[src/rtl/hazard_ctrl_unit_pkg.sv]
// Shared types for the pipeline hazard controller: forward-select codes,
// controller FSM states and the hard-wired zero register ID.
package hazard_pkg;

    typedef enum logic [1:0] {
        FWD_RF  = 2'b00,
        FWD_WB  = 2'b01,
        FWD_MEM = 2'b10
    } fwd_sel_e;

    typedef enum logic {
        RUN      = 1'b0,
        MUL_WAIT = 1'b1
    } hz_state_e;

    localparam int unsigned R0 = 0;

endpackage

[src/rtl/hazard_ctrl_unit_if.sv]
// Stage-ID / control-bit bundle between the 5-stage pipeline (master) and
// the hazard controller (slave).
interface hazard_ctrl_if #(
    parameter int REG_AW = 4
);
    logic [REG_AW-1:0] id_rs, id_rt;
    logic              id_uses_rs, id_uses_rt;
    logic              ex_valid;
    logic [REG_AW-1:0] ex_rs, ex_rt, ex_rd;
    logic              ex_regwrite, ex_memread, ex_is_mul, ex_branch_taken;
    logic [REG_AW-1:0] mem_rd;
    logic              mem_regwrite;
    logic [REG_AW-1:0] wb_rd;
    logic              wb_regwrite;

    logic              pc_write, pc_sel_branch;
    logic              ifid_write, idex_write;
    logic              idex_bubble, exmem_bubble;
    logic              ifid_flush, idex_flush;
    logic [1:0]        fwd_a, fwd_b;
    logic              mul_busy;

    modport master (
        output id_rs, id_rt, id_uses_rs, id_uses_rt, ex_valid, ex_rs, ex_rt, ex_rd,
               ex_regwrite, ex_memread, ex_is_mul, ex_branch_taken,
               mem_rd, mem_regwrite, wb_rd, wb_regwrite,
        input  pc_write, pc_sel_branch, ifid_write, idex_write, idex_bubble,
               exmem_bubble, ifid_flush, idex_flush, fwd_a, fwd_b, mul_busy
    );

    modport slave (
        input  id_rs, id_rt, id_uses_rs, id_uses_rt, ex_valid, ex_rs, ex_rt, ex_rd,
               ex_regwrite, ex_memread, ex_is_mul, ex_branch_taken,
               mem_rd, mem_regwrite, wb_rd, wb_regwrite,
        output pc_write, pc_sel_branch, ifid_write, idex_write, idex_bubble,
               exmem_bubble, ifid_flush, idex_flush, fwd_a, fwd_b, mul_busy
    );
endinterface

[src/rtl/hazard_ctrl_unit_fwd_select.sv]
// Forward-source select for one EX operand; EX/MEM wins over MEM/WB.
module fwd_select
    import hazard_pkg::*;
#(
    parameter int REG_AW  = 4,
    parameter int R0_ZERO = 1
) (
    input  logic [REG_AW-1:0] src_i,
    input  logic [REG_AW-1:0] mem_rd_i,
    input  logic              mem_regwrite_i,
    input  logic [REG_AW-1:0] wb_rd_i,
    input  logic              wb_regwrite_i,
    output fwd_sel_e          sel_o
);
    localparam logic [REG_AW-1:0] R0_ID = REG_AW'(R0);

    logic src_live, mem_hit, wb_hit;

    // A hard-wired zero source never needs a forwarded value.
    assign src_live = (R0_ZERO == 0) || (src_i != R0_ID);
    assign mem_hit  = mem_regwrite_i && (mem_rd_i == src_i) && src_live;
    assign wb_hit   = wb_regwrite_i && (wb_rd_i == src_i) && src_live;

    always_comb begin
        sel_o = FWD_RF;
        if (mem_hit)     sel_o = FWD_MEM;
        else if (wb_hit) sel_o = FWD_WB;
    end
endmodule

[src/rtl/hazard_ctrl_unit.sv]
// Pipeline hazard controller: forwarding, load-use stall, branch flush and
// MUL freeze. Define HAZARD_CTRL_PERF_CNT_EN to add saturating perf counters.
module hazard_ctrl_unit
    import hazard_pkg::*;
#(
    parameter int REG_AW  = 4,
    parameter int MUL_LAT = 4,
    parameter int R0_ZERO = 1,
    parameter int CNT_W   = 32
) (
    input  logic         clk,
    input  logic         reset,
    hazard_ctrl_if.slave hz
`ifdef HAZARD_CTRL_PERF_CNT_EN
    ,
    output logic [CNT_W-1:0] perf_lu_stalls,
    output logic [CNT_W-1:0] perf_mul_cycles,
    output logic [CNT_W-1:0] perf_flushes
`endif
);
    localparam int                CW        = 4;
    localparam logic [CW-1:0]     WAIT_LOAD = CW'(MUL_LAT - 2);
    localparam bit                HAS_WAIT  = (MUL_LAT > 2);
    localparam logic [REG_AW-1:0] R0_ID     = REG_AW'(R0);

    hz_state_e     state_q, state_d;
    logic [CW-1:0] cnt_q, cnt_d;
    logic          mul_done_q, mul_done_d;

    logic     pc_write, pc_sel_branch, ifid_write, idex_write;
    logic     idex_bubble, exmem_bubble, ifid_flush, idex_flush, mul_busy;
    logic     lu_hit, mul_start;
    fwd_sel_e fwd_a_sel, fwd_b_sel;

    function automatic logic id_match(input logic [REG_AW-1:0] a, input logic [REG_AW-1:0] b);
        return (a == b) && ((R0_ZERO == 0) || (a != R0_ID));
    endfunction

    assign lu_hit = hz.ex_valid && hz.ex_memread && hz.ex_regwrite &&
                    ((hz.id_uses_rs && id_match(hz.ex_rd, hz.id_rs)) ||
                     (hz.id_uses_rt && id_match(hz.ex_rd, hz.id_rt)));

    // The MUL still sits in EX during the release cycle; mul_done_q stops it
    // from re-triggering the freeze while EX/MEM captures its result.
    assign mul_start = (state_q == RUN) && hz.ex_valid && hz.ex_is_mul && !mul_done_q;

    always_comb begin
        state_d       = state_q;
        cnt_d         = cnt_q;
        mul_done_d    = 1'b0;
        pc_write      = 1'b1;
        pc_sel_branch = 1'b0;
        ifid_write    = 1'b1;
        idex_write    = 1'b1;
        idex_bubble   = 1'b0;
        exmem_bubble  = 1'b0;
        ifid_flush    = 1'b0;
        idex_flush    = 1'b0;
        mul_busy      = 1'b0;
        case (state_q)
            RUN: begin
                if (mul_start) begin
                    pc_write     = 1'b0;
                    ifid_write   = 1'b0;
                    idex_write   = 1'b0;
                    exmem_bubble = 1'b1;
                    if (HAS_WAIT) begin
                        state_d = MUL_WAIT;
                        cnt_d   = WAIT_LOAD;
                    end else begin
                        mul_done_d = 1'b1;
                    end
                end else if (hz.ex_branch_taken) begin
                    pc_sel_branch = 1'b1;
                    ifid_flush    = 1'b1;
                    idex_flush    = 1'b1;
                end else if (lu_hit) begin
                    pc_write    = 1'b0;
                    ifid_write  = 1'b0;
                    idex_bubble = 1'b1;
                end
            end
            MUL_WAIT: begin
                pc_write     = 1'b0;
                ifid_write   = 1'b0;
                idex_write   = 1'b0;
                exmem_bubble = 1'b1;
                mul_busy     = 1'b1;
                cnt_d        = cnt_q - 1'b1;
                // Counter reaches zero on this edge: next cycle is the release.
                if (cnt_q <= CW'(1)) begin
                    state_d    = RUN;
                    mul_done_d = 1'b1;
                end
            end
            default: state_d = RUN;
        endcase
    end

    always_ff @(posedge clk) begin
        if (reset) begin
            state_q    <= RUN;
            cnt_q      <= '0;
            mul_done_q <= 1'b0;
        end else begin
            state_q    <= state_d;
            cnt_q      <= cnt_d;
            mul_done_q <= mul_done_d;
        end
    end

    fwd_select #(.REG_AW(REG_AW), .R0_ZERO(R0_ZERO)) u_fwd_a (
        .src_i         (hz.ex_rs),
        .mem_rd_i      (hz.mem_rd),
        .mem_regwrite_i(hz.mem_regwrite),
        .wb_rd_i       (hz.wb_rd),
        .wb_regwrite_i (hz.wb_regwrite),
        .sel_o         (fwd_a_sel)
    );

    fwd_select #(.REG_AW(REG_AW), .R0_ZERO(R0_ZERO)) u_fwd_b (
        .src_i         (hz.ex_rt),
        .mem_rd_i      (hz.mem_rd),
        .mem_regwrite_i(hz.mem_regwrite),
        .wb_rd_i       (hz.wb_rd),
        .wb_regwrite_i (hz.wb_regwrite),
        .sel_o         (fwd_b_sel)
    );

    assign hz.pc_write      = pc_write;
    assign hz.pc_sel_branch = pc_sel_branch;
    assign hz.ifid_write    = ifid_write;
    assign hz.idex_write    = idex_write;
    assign hz.idex_bubble   = idex_bubble;
    assign hz.exmem_bubble  = exmem_bubble;
    assign hz.ifid_flush    = ifid_flush;
    assign hz.idex_flush    = idex_flush;
    assign hz.fwd_a         = fwd_a_sel;
    assign hz.fwd_b         = fwd_b_sel;
    assign hz.mul_busy      = mul_busy;

`ifdef HAZARD_CTRL_PERF_CNT_EN
    logic [CNT_W-1:0] lu_cnt_q, mul_cnt_q, fl_cnt_q;

    always_ff @(posedge clk) begin
        if (reset) begin
            lu_cnt_q  <= '0;
            mul_cnt_q <= '0;
            fl_cnt_q  <= '0;
        end else begin
            if (idex_bubble && (lu_cnt_q != '1))   lu_cnt_q  <= lu_cnt_q + CNT_W'(1);
            if (exmem_bubble && (mul_cnt_q != '1)) mul_cnt_q <= mul_cnt_q + CNT_W'(1);
            if (ifid_flush && (fl_cnt_q != '1))    fl_cnt_q  <= fl_cnt_q + CNT_W'(1);
        end
    end

    assign perf_lu_stalls  = lu_cnt_q;
    assign perf_mul_cycles = mul_cnt_q;
    assign perf_flushes    = fl_cnt_q;
`endif
endmodule

[src/flat_wrapper.sv]
// flat-port wrapper written by rule: the top's interface ports become plain ports
module hazard_ctrl_unit_flat import hazard_pkg::*;
#(
    parameter int REG_AW  = 4,
    parameter int MUL_LAT = 4,
    parameter int R0_ZERO = 1,
    parameter int CNT_W   = 32
)
  (clk, reset, hz_id_rs, hz_id_rt, hz_id_uses_rs, hz_id_uses_rt, hz_ex_valid, hz_ex_rs, hz_ex_rt, hz_ex_rd, hz_ex_regwrite, hz_ex_memread, hz_ex_is_mul, hz_ex_branch_taken, hz_mem_rd, hz_mem_regwrite, hz_wb_rd, hz_wb_regwrite, hz_pc_write, hz_pc_sel_branch, hz_ifid_write, hz_idex_write, hz_idex_bubble, hz_exmem_bubble, hz_ifid_flush, hz_idex_flush, hz_fwd_a, hz_fwd_b, hz_mul_busy);
  hazard_ctrl_if #(.REG_AW(REG_AW)) hz_i ();
  input  logic clk;
  input  logic reset;
  input wire logic [$bits(hz_i.id_rs)-1:0] hz_id_rs;
  input wire logic [$bits(hz_i.id_rt)-1:0] hz_id_rt;
  input wire logic [$bits(hz_i.id_uses_rs)-1:0] hz_id_uses_rs;
  input wire logic [$bits(hz_i.id_uses_rt)-1:0] hz_id_uses_rt;
  input wire logic [$bits(hz_i.ex_valid)-1:0] hz_ex_valid;
  input wire logic [$bits(hz_i.ex_rs)-1:0] hz_ex_rs;
  input wire logic [$bits(hz_i.ex_rt)-1:0] hz_ex_rt;
  input wire logic [$bits(hz_i.ex_rd)-1:0] hz_ex_rd;
  input wire logic [$bits(hz_i.ex_regwrite)-1:0] hz_ex_regwrite;
  input wire logic [$bits(hz_i.ex_memread)-1:0] hz_ex_memread;
  input wire logic [$bits(hz_i.ex_is_mul)-1:0] hz_ex_is_mul;
  input wire logic [$bits(hz_i.ex_branch_taken)-1:0] hz_ex_branch_taken;
  input wire logic [$bits(hz_i.mem_rd)-1:0] hz_mem_rd;
  input wire logic [$bits(hz_i.mem_regwrite)-1:0] hz_mem_regwrite;
  input wire logic [$bits(hz_i.wb_rd)-1:0] hz_wb_rd;
  input wire logic [$bits(hz_i.wb_regwrite)-1:0] hz_wb_regwrite;
  output wire logic [$bits(hz_i.pc_write)-1:0] hz_pc_write;
  output wire logic [$bits(hz_i.pc_sel_branch)-1:0] hz_pc_sel_branch;
  output wire logic [$bits(hz_i.ifid_write)-1:0] hz_ifid_write;
  output wire logic [$bits(hz_i.idex_write)-1:0] hz_idex_write;
  output wire logic [$bits(hz_i.idex_bubble)-1:0] hz_idex_bubble;
  output wire logic [$bits(hz_i.exmem_bubble)-1:0] hz_exmem_bubble;
  output wire logic [$bits(hz_i.ifid_flush)-1:0] hz_ifid_flush;
  output wire logic [$bits(hz_i.idex_flush)-1:0] hz_idex_flush;
  output wire logic [$bits(hz_i.fwd_a)-1:0] hz_fwd_a;
  output wire logic [$bits(hz_i.fwd_b)-1:0] hz_fwd_b;
  output wire logic [$bits(hz_i.mul_busy)-1:0] hz_mul_busy;
  assign hz_i.id_rs = hz_id_rs;
  assign hz_i.id_rt = hz_id_rt;
  assign hz_i.id_uses_rs = hz_id_uses_rs;
  assign hz_i.id_uses_rt = hz_id_uses_rt;
  assign hz_i.ex_valid = hz_ex_valid;
  assign hz_i.ex_rs = hz_ex_rs;
  assign hz_i.ex_rt = hz_ex_rt;
  assign hz_i.ex_rd = hz_ex_rd;
  assign hz_i.ex_regwrite = hz_ex_regwrite;
  assign hz_i.ex_memread = hz_ex_memread;
  assign hz_i.ex_is_mul = hz_ex_is_mul;
  assign hz_i.ex_branch_taken = hz_ex_branch_taken;
  assign hz_i.mem_rd = hz_mem_rd;
  assign hz_i.mem_regwrite = hz_mem_regwrite;
  assign hz_i.wb_rd = hz_wb_rd;
  assign hz_i.wb_regwrite = hz_wb_regwrite;
  assign hz_pc_write = hz_i.pc_write;
  assign hz_pc_sel_branch = hz_i.pc_sel_branch;
  assign hz_ifid_write = hz_i.ifid_write;
  assign hz_idex_write = hz_i.idex_write;
  assign hz_idex_bubble = hz_i.idex_bubble;
  assign hz_exmem_bubble = hz_i.exmem_bubble;
  assign hz_ifid_flush = hz_i.ifid_flush;
  assign hz_idex_flush = hz_i.idex_flush;
  assign hz_fwd_a = hz_i.fwd_a;
  assign hz_fwd_b = hz_i.fwd_b;
  assign hz_mul_busy = hz_i.mul_busy;
  hazard_ctrl_unit #(.REG_AW(REG_AW), .MUL_LAT(MUL_LAT), .R0_ZERO(R0_ZERO), .CNT_W(CNT_W)) u_core (.clk(clk), .reset(reset), .hz(hz_i));
endmodule
[config.mk]
export PLATFORM = sky130hd
export DESIGN_NAME = hazard_ctrl_unit_flat
export DESIGN_NICKNAME = d
export VERILOG_FILES = /design/src/rtl/hazard_ctrl_unit_pkg.sv /design/src/rtl/hazard_ctrl_unit_if.sv /design/src/rtl/hazard_ctrl_unit_fwd_select.sv /design/src/rtl/hazard_ctrl_unit.sv /design/src/flat_wrapper.sv
export SDC_FILE = /design/constraint.sdc
export NUM_CORES = 1
export LEC_CHECK = 0
export BUFFER_PORTS_ARGS = -buffer_cell sky130_fd_sc_hd__buf_4
export CAP_MARGIN = 20
export CELL_PAD_IN_SITES_DETAIL_PLACEMENT = 1
export CELL_PAD_IN_SITES_GLOBAL_PLACEMENT = 2
export CORE_UTILIZATION = 19
export DETAILED_ROUTE_END_ITERATION = 12
export PLACE_DENSITY_LB_ADDON = 0.1
export SLEW_MARGIN = 20
export SYNTH_ARGS = -nofsm -noshare
export SYNTH_HDL_FRONTEND = slang
export SYNTH_SLANG_ARGS = --single-unit
[constraint.sdc]
create_clock -name clk -period 1.5 [get_ports clk]
set_input_delay 0.15 -clock clk [delete_from_list [all_inputs] [get_ports clk]]
set_output_delay 0.15 -clock clk [all_outputs]
set_load 0.05 [all_outputs]
==> impl_results.md <==
* Yosys warnings at 0
* Worst setup SP type: flop
* CTS tree: built
* Met3 Resource Use GR at 2.69%
* DRT Wirelength at 2.25 mm
* Tcrit/Tclk final at 99.5%
* Initial Utilization at 20.2%
* I/O pins at 52
* Clock slew at reported path FFs at 0.05 ns
* Synthesized flop and latch total at 6
* Critical path data arrival time at 1.34 ns
* Top-area cell type share of the netlist area at 17.9%
* Total of max-cap violations at 0
* Slack of the critical path at 0.00819 ns
* Cell taking the most area after synthesis: xnor2_1
* Root buffer cell: clkbuf_4
* RSZ-0062 raised after global routing: true
* Final net count at 185
* Ant. Diodes at 0
* CTS buffer count at 3
* Drt pass-1 iters at 4
* Slew headroom at 80.3%
* Cells after DPL at 180
* Final Hold Viols at 0
* Run status: completed
* Most Crowded Layer GR: met2
* Pin count of the biggest net entering global routing at 9
* Final Util at 35.7%
* Net Count, Synth at 130
* Die area at 3840 um^2
* Post-Syn Instances at 89
* Setup violators final at 0
* Clock Sinks at 6
* Met2 Use GR at 26.3%
* Ys async rst share at 0%
* Worst-Skew Late Latency at 0.25 ns
* Max clock buf depth at 2
* Syn_area_per_cell at 7.68 um^2
* Setup WS pre-CTS at 0.111 ns
* PnR Total Power at 0.756 mW
* Synth cell types at 29
* Hold_buf cts at 0
* Pleak at 0.505 nW
* R2R setup slack at 0.31 ns
* Dpl hpwl at 1.96 mm
* DRC Markers at 0
* Hold WC Path Type: in -> reg
* Gr usage total at 12.0%
* EDFF count, synth at 0
* List of most frequent post-synthesis cells: 14 x xnor2_1, 7 x a21oi_1, 7 x nor3_1
* Max FO, Critical Path at 4
* P&R area growth vs syn at 76.9%
* Most used DFF post-synth: dfxtp_1
* First-pass GRT wire length at 3.46 mm
* Vias per cell at 4.40
* Setup Skew at 0.00616 ns
* I/O Buffers at 51
* Die height at 62.0 um
* Fmax achieved at 670 MHz
* 1st-iter DRT viols at 32
* Vias in the first global route at 901
* Die W at 62.0 um
* IR drop worst, VDD at 0.196 mV
* Share of the yosys chip area belonging to registers at 17.6%
* Layout cell share with drive strength beyond 1 at 50.3%
* Total core area at 3390 um^2
* CP required at 1.35 ns
* Row count at 21
* Top post-synthesis cells by area: xnor2_1 18%, dfxtp_1 18%, buf_4 5.5%
* Min cycle time layout at 1.49 ns
* Count leader, synth: xnor2_1
* Post-Syn Area at 683 um^2
* Wire length per cell at 11.9 um
* Slew Limit Fails at 0
* Gpl congestion at 0.741
* Initial antenna violation count at 0
* Vias at 832
* CTS H-Tree Depth at 1
* Grt total ovfl at 0
* Hold WS at 0.0920 ns
* Post-route ant nets at 0
* Grt met1 use at 11.4%
* Worst-margin pin slew at 0.296 ns
* Post-Layout Cell Count at 189
* Crit path capture type: output pin
* Pwr/cell area at 626 nW/um^2
* Worst Path Class, Setup: reg -> out
-- metrics by stage --
| stage | setup TNS, ns | instance area (um^2) |
|---|---|---|
| 3_5_place_dp | 0 | 1110 |
| 5_1_grt | -0.239 | 1210 |
| 6_report | 0 | 1210 |
| 4_1_cts | -0.0503 | 1190 |
| 2_1_floorplan | -2.32 | 741 |
| 3_3_place_gp | 0 | 1110 |
-- routing by layer --
metal / share of wire (%) / wire, um
met3: 6.7 / 151
met2: 56 / 1270
met5: 0 / 0
met4: 0 / 0
met1: 37 / 831
-- kinds of logic after synthesis --
logic type               count (synthesis)  share of synthesized area, %
multiplexers                             1                          1.47
XOR/XNOR                                17                          21.8
AND/OR/NAND/NOR                         38                          34.1
adder cells (fa/ha/maj)                  2                          3.66
AO/OA/AOI/OAI                           13                          11.9
buffers and inverters                   12                          9.52
flip-flops                               6                          17.6
-- worst max-delay path: stages (launching register included) --
cell and delay, ns:
dfxtp_4 0.34, nand4bb_4 0.21, nand2b_4 0.10, clkinvlp_4 0.10, and3_4 0.19, buf_8 0.15
-- path summary, 6_finish.rpt --
kind                         from         endpoint  cells past startpoint
setup reg to reg  u_core.cnt_q[0]   u_core.state_q                      5
hold / removal              reset   u_core.state_q                      2
setup / recovery   u_core.state_q    hz_ifid_write                      5
hold reg to reg   u_core.cnt_q[3]  u_core.cnt_q[3]                      2
-- flip-flops by register name, summed over array words and instances (netlist names) --
register and flops:
u_core.cnt_q 4, u_core.state_q 1, u_core.mul_done_q 1
-- cell type report --
type                            instances  area, um^2
Sequential cell                         6         124
Tap cell                               46        57.6
Inverter                                6        26.3
Multi-Input combinational cell         71         520
Timing Repair Buffer                   56         454
Clock buffer                            4        26.3
Fill cell                             406        2180
-- cell usage in the layout, fill, tap and decap left out, drive strengths merged, types with 3 or more instances in the layout --
cell | Yosys | routed
clkbuf | 1 | 4
nand4 | 5 | 5
nand2 | 5 | 5
nand3 | 3 | 3
nor3 | 7 | 7
nor2 | 4 | 4
xor2 | 3 | 3
a21oi | 9 | 9
inv | 6 | 5
nand2b | 3 | 3
buf | 5 | 56
xnor2 | 14 | 14
dfxtp | 6 | 6
-- where the power goes --
part           total (mW)  switching, mW  internal (mW)  leakage (nW)
logic               0.413          0.211          0.202         0.440
clock network       0.164         0.0632          0.101        0.0150
registers           0.179        0.00801          0.171        0.0498
-- timing repair --
item,CTS,global route
pin swaps,1,2
resized for setup,5,4
setup endpoints to repair,6,6
buffers inserted,4,1
cloned,0,0
Note: power is estimated with default switching activity, not from simulation.
